**src/rtl/mash111_noise_combiner.sv**
```systemverilog
// MASH 1-1-1 noise combiner: aligns the cascade carries, cancels the noise and clamps int+sdm.
// Latency: q3/int hit the outputs on the same enabled edge; q2 one edge later; q1 two edges later.
// No backpressure: i_en stalls the whole pipeline, i_clr wipes it.
module mash111_noise_combiner #(
    parameter int P_INT_WIDTH = 8,
    parameter int P_SDM_WIDTH = 4
) (
    input  logic                   i_clk,
    input  logic                   i_rst_n,
    input  logic                   i_en,
    input  logic                   i_clr,
    input  logic                   i_q1,
    input  logic                   i_q2,
    input  logic                   i_q3,
    input  logic [P_INT_WIDTH-1:0] i_int,
    output logic [P_SDM_WIDTH-1:0] o_sdm,
    output logic [P_INT_WIDTH-1:0] o_div,
    output logic                   o_valid,
    output logic                   o_err
);

    localparam int SW = P_INT_WIDTH + 2;

    logic d1a_q, d1b_q, d2a_q, a2p_q, a3p_q, a3pp_q;
    logic [1:0]             cnt_q, cnt_d;
    logic [P_SDM_WIDTH-1:0] sdm_q, sdm_d;
    logic [P_INT_WIDTH-1:0] div_q, div_d;
    logic                   err_q, err_d;

    logic              a1, a2, a3;
    logic signed [4:0] y;
    logic signed [SW-1:0] s;
    logic              under, over;

    assign a1 = d1b_q;
    assign a2 = d2a_q;
    assign a3 = i_q3;

    always_comb begin
        y = $signed({4'b0000, a1}) + $signed({4'b0000, a2}) - $signed({4'b0000, a2p_q})
          + $signed({4'b0000, a3}) - $signed({3'b000, a3p_q, 1'b0})
          + $signed({4'b0000, a3pp_q});
        s     = $signed({2'b00, i_int}) + SW'(y);
        under = s[SW-1];
        // Positive sums above the int range spill into bit P_INT_WIDTH only.
        over  = !s[SW-1] && (s[SW-2:P_INT_WIDTH] != '0);

        sdm_d = P_SDM_WIDTH'(y);
        err_d = err_q | under | over;
        if (under) begin
            div_d = '0;
        end else if (over) begin
            div_d = '1;
        end else begin
            div_d = s[P_INT_WIDTH-1:0];
        end
        cnt_d = (cnt_q == 2'd3) ? cnt_q : cnt_q + 2'd1;
    end

    always_ff @(posedge i_clk or negedge i_rst_n) begin
        if (!i_rst_n) begin
            d1a_q  <= 1'b0;
            d1b_q  <= 1'b0;
            d2a_q  <= 1'b0;
            a2p_q  <= 1'b0;
            a3p_q  <= 1'b0;
            a3pp_q <= 1'b0;
            cnt_q  <= 2'd0;
            sdm_q  <= '0;
            div_q  <= '0;
            err_q  <= 1'b0;
        end else if (i_clr) begin
            d1a_q  <= 1'b0;
            d1b_q  <= 1'b0;
            d2a_q  <= 1'b0;
            a2p_q  <= 1'b0;
            a3p_q  <= 1'b0;
            a3pp_q <= 1'b0;
            cnt_q  <= 2'd0;
            sdm_q  <= '0;
            div_q  <= '0;
            err_q  <= 1'b0;
        end else if (i_en) begin
            d1a_q  <= i_q1;
            d1b_q  <= d1a_q;
            d2a_q  <= i_q2;
            a2p_q  <= a2;
            a3p_q  <= a3;
            a3pp_q <= a3p_q;
            cnt_q  <= cnt_d;
            sdm_q  <= sdm_d;
            div_q  <= div_d;
            err_q  <= err_d;
        end
    end

    assign o_sdm   = sdm_q;
    assign o_div   = div_q;
    assign o_valid = (cnt_q == 2'd3);
    assign o_err   = err_q;

endmodule

```
**config.mk**
```make
export PLATFORM = sky130hd
export DESIGN_NAME = mash111_noise_combiner
export DESIGN_NICKNAME = d
export VERILOG_FILES = /design/src/rtl/mash111_noise_combiner.sv
export SDC_FILE = /design/constraint.sdc
export NUM_CORES = 1
export LEC_CHECK = 0
export CORE_UTILIZATION = 40
export CTS_CLUSTER_DIAMETER = 30
export DETAILED_ROUTE_END_ITERATION = 16
export PLACE_DENSITY = 0.67
export SLEW_MARGIN = 20
export SYNTH_ARGS = -nofsm -noshare
export SYNTH_HDL_FRONTEND = slang
export SYNTH_SLANG_ARGS = --single-unit
```
**constraint.sdc**
```tcl
create_clock -name i_clk -period 3.3 [get_ports i_clk]
set_clock_uncertainty 0.05 [all_clocks]
set_input_delay 0.99 -clock i_clk [delete_from_list [all_inputs] [get_ports i_clk]]
set_output_delay 0.99 -clock i_clk [all_outputs]
set_load 0.05 [all_outputs]
```
==> out/metrics.yaml <==
outcome:
  outcome: "complete, but fails checks"
  violations: "setup timing"
grt:
  grt.total_usage: 0.208
  grt_first_pass_wirelength_um: 5650
  grt_overflow: 0
  grt_max_degree: 22
  antenna_found_initial: 0
  grt_pass1_vias: 1335
timing:
  fin_ws_ns: -0.232
  fmax_mhz: 283
  setup_tns_ns: -1.25
  finalCritPeriodShare: 1.07
  maxSlewViolCount: 0
  rsz0062_at_grt: "true"
  min_period_ns: 3.53
  timing_hold_violations_final: 0
  tightest_slew_ns: 0.574
  setup_viol: 9
  relSlewSlack: 0.616
die:
  core_mm2: 0.00339
  top_level_ports: 29
  die-area_mm2: 0.00382
  die_h_um: 61.8
  die_w_um: 61.8
  initial_core_util: 0.422
  std_cell_rows: 21
detailed_routing:
  drt-total-wl_um: 3410
  drtAntennaViolNets: 0
  drtPass1Iterations: 4
  drc: 0
  drt_iter0_drc: 14
  dr_total_vias: 1251
  detail_route.wl_per_cell_um: 13.5
  via_per_inst: 4.96
synth:
  synth_seq_cells: 21
  yosys.area_share.simple: 0.159
  avgSynthCellArea_um2: 9.80
  ys_warn_count: 0
  syn-instance-count: 146
  synth_compound_area_frac: 0.135
  synth_edf_count: 0
  syn_area_mm2: 0.00143
  ys.flop_type: "dfrtp_1"
  synth-adder-area-share: 0.150
  synth_top_family_by_area: "simple AND/OR/NAND/NOR gates"
  synth_fp_nets: 175
  async_flop_share: 1.00
  synth_cell_type_count: 34
  ys_seq_area_frac: 0.367
  synth_xor_area_frac: 0.0428
  synthMuxAreaShare: 0.0979
cts:
  cts_max_path_buffers: 2
  path_clk_slew_ns: 0.13
  cts_made_buffers: 3
  clock_latency_ns: 0.32
  tritoncts: "built"
  root_buffer: "clkbuf_4"
  htreeDepth: 1
  cts_hold_buf: 0
  cts.sinks: 21
critical_path:
  critPathSlowestCell: "fa_2"
  cpPeakStageDelay_ns: 0.56
  crit_arrival_ns: 3.70
  cp_cell_sequence: "ha_4 > inv_2 > ha_4 > fa_1 > ha_2 > inv_2 > fa_2 > ha_4 > a21o_1 > a21oi_2 > a221oi_4 > buf_6 > a221o_2"
  crit_path_end_kind: "flip-flop"
  cp-start-kind: "flip-flop"
  cp_common_cell: "ha_4"
  critPathBufInv: 3
  critPathRequiredTime_ns: 3.47
  critical-path-top-delay-family: "adder cells"
  critPathKind: "flip-flop to flip-flop"
  crit_fanout: 4
finish:
  nets: 236
  diodes: 0
  fin_util: 0.615
  fin_area_mm2: 0.00209
  area_growth_pct: 45.7
  layout-drive-gt1-share: 0.291
power_and_ir_drop:
  p_leak_nw: 1.01
  p_per_area_mw_per_mm2: 396
  ir_worst_vdd_mv: 0.253
worst_hold_path:
  hold_path_class: "flip-flop to flip-flop"
placed_design:
  dpl_cell_area_mm2: 0.00199
  io_buffers: 28
  hpwl_um: 2630
  gp_congestion: 0.862
run:
  maxCapViolCount: 0
flip-flops by register name, indices dropped and copies added (netlist names):
name / cells
a3p_q: 1
a1: 1
a3pp_q: 1
o_err: 1
o_div: 8
a2: 1
a2p_q: 1
cnt_q: 2
d1a_q: 1
o_sdm: 4
per-layer routing:
layer | GRT usage | vias to the layer above | share of wire
met4 | 0.0571 | 0 | 0.014
met5 | 0 | - | 0
li1 | - | 614 | -
met2 | 0.375 | 24 | 0.52
met3 | 0.0497 | 6 | 0.028
met1 | 0.246 | 607 | 0.44
worst min-delay path: stages (launching register included):
cell and delay, ns:
dfrtp_1 0.36, nand2_1 0.05, nand2_1 0.05
what timing repair did:
action	CTS	global route
resized for setup	5	8
setup endpoints to repair	9	9
pin swaps	8	1
buffers inserted	2	3
synth_stat cells (all sizes together) (2+ instances only):
| library cell | n | area (µm²) |
|---|---|---|
| mux2i | 14 | 140 |
| nand2b | 2 | 12.5 |
| fa | 4 | 80.1 |
| inv | 13 | 48.8 |
| nand2 | 16 | 60.1 |
| o21ai | 8 | 40.0 |
| a21oi | 8 | 40.0 |
| nor2b | 2 | 12.5 |
| dfrtp | 21 | 526 |
| a21o | 2 | 15.0 |
| nor2 | 20 | 82.6 |
| ha | 10 | 125 |
| buf | 2 | 15.0 |
| xnor2 | 4 | 35.0 |
| xor2 | 3 | 26.3 |
stage by stage:
| stage | setup slack (ns) | instances | power [mW] | hold WS, ns |
|---|---|---|---|---|
| final | -0.232 | 252 | 0.825 | 0.443 |
| after global routing | -0.369 | 252 | 0.883 | 0.483 |
| after CTS | -0.256 | 249 | 0.821 | 0.450 |
| after detailed placement | -0.726 | 243 | 0.680 | 0.416 |
| after global placement | -0.633 | 243 | 0.669 | 0.404 |
| after floorplan | -0.155 | 146 | 0.531 | 0.436 |
kinds of logic after synthesis:
logic type | count (synthesis)
simple gates | 46
compound gates | 27
flops | 21
buf+inv | 16
fa+ha+maj | 15
mux | 14
xor+xnor | 7
report_power, final:
part           internal, mW  leakage (nW)  switching [mW]  total (mW)
Combinational         0.186         0.715           0.212       0.397
Clock                0.0463        0.0139          0.0831       0.129
Sequential            0.282         0.281          0.0164       0.299
Total                 0.514          1.01           0.311       0.825
path summary, 6_finish.rpt:
kind | from | endpoint | slack (ns) | depth (start not counted)
setup reg to reg | a2p_q | o_div[5] | -0.23 | 13
hold reg to reg | o_div[2] | o_div[2] | 0.44 | 2
hold / removal | o_div[2] | o_div[2] | 0.44 | 2
max in group asynchronous | i_rst_n | a2p_q | 2.01 | 2
min in group asynchronous | i_rst_n | o_sdm[0] | 0.95 | 2
setup / recovery | a2p_q | o_div[5] | -0.23 | 13
placed cells by master (no fill, tap or decap), types with 2 or more instances in the layout:
| master | count |
|---|---|
| a21o_1 | 2 |
| a21oi_1 | 5 |
| a21oi_2 | 3 |
| buf_4 | 29 |
| buf_6 | 2 |
| clkbuf_4 | 3 |
| clkdlybuf4s50_1 | 27 |
| dfrtp_1 | 21 |
| fa_1 | 2 |
| fa_2 | 2 |
| ha_1 | 6 |
| ha_4 | 3 |
| inv_1 | 10 |
| inv_2 | 3 |
| mux2i_1 | 14 |
| nand2_1 | 16 |
| nand2b_1 | 2 |
| nor2_1 | 18 |
| nor2b_1 | 2 |
| o21ai_1 | 7 |
| xnor2_1 | 4 |
| xor2_1 | 3 |
cell type report:
class / count / area [µm²]
multi-input cells: 109 / 905
clock buffers: 3 / 22.5
inverters: 13 / 48.8
fillers: 291 / 1300
flip-flops and latches: 21 / 526
well taps: 46 / 57.6
repair buffers: 59 / 519
clock inverters: 1 / 7.51
Power figures use the tool's default switching activity.
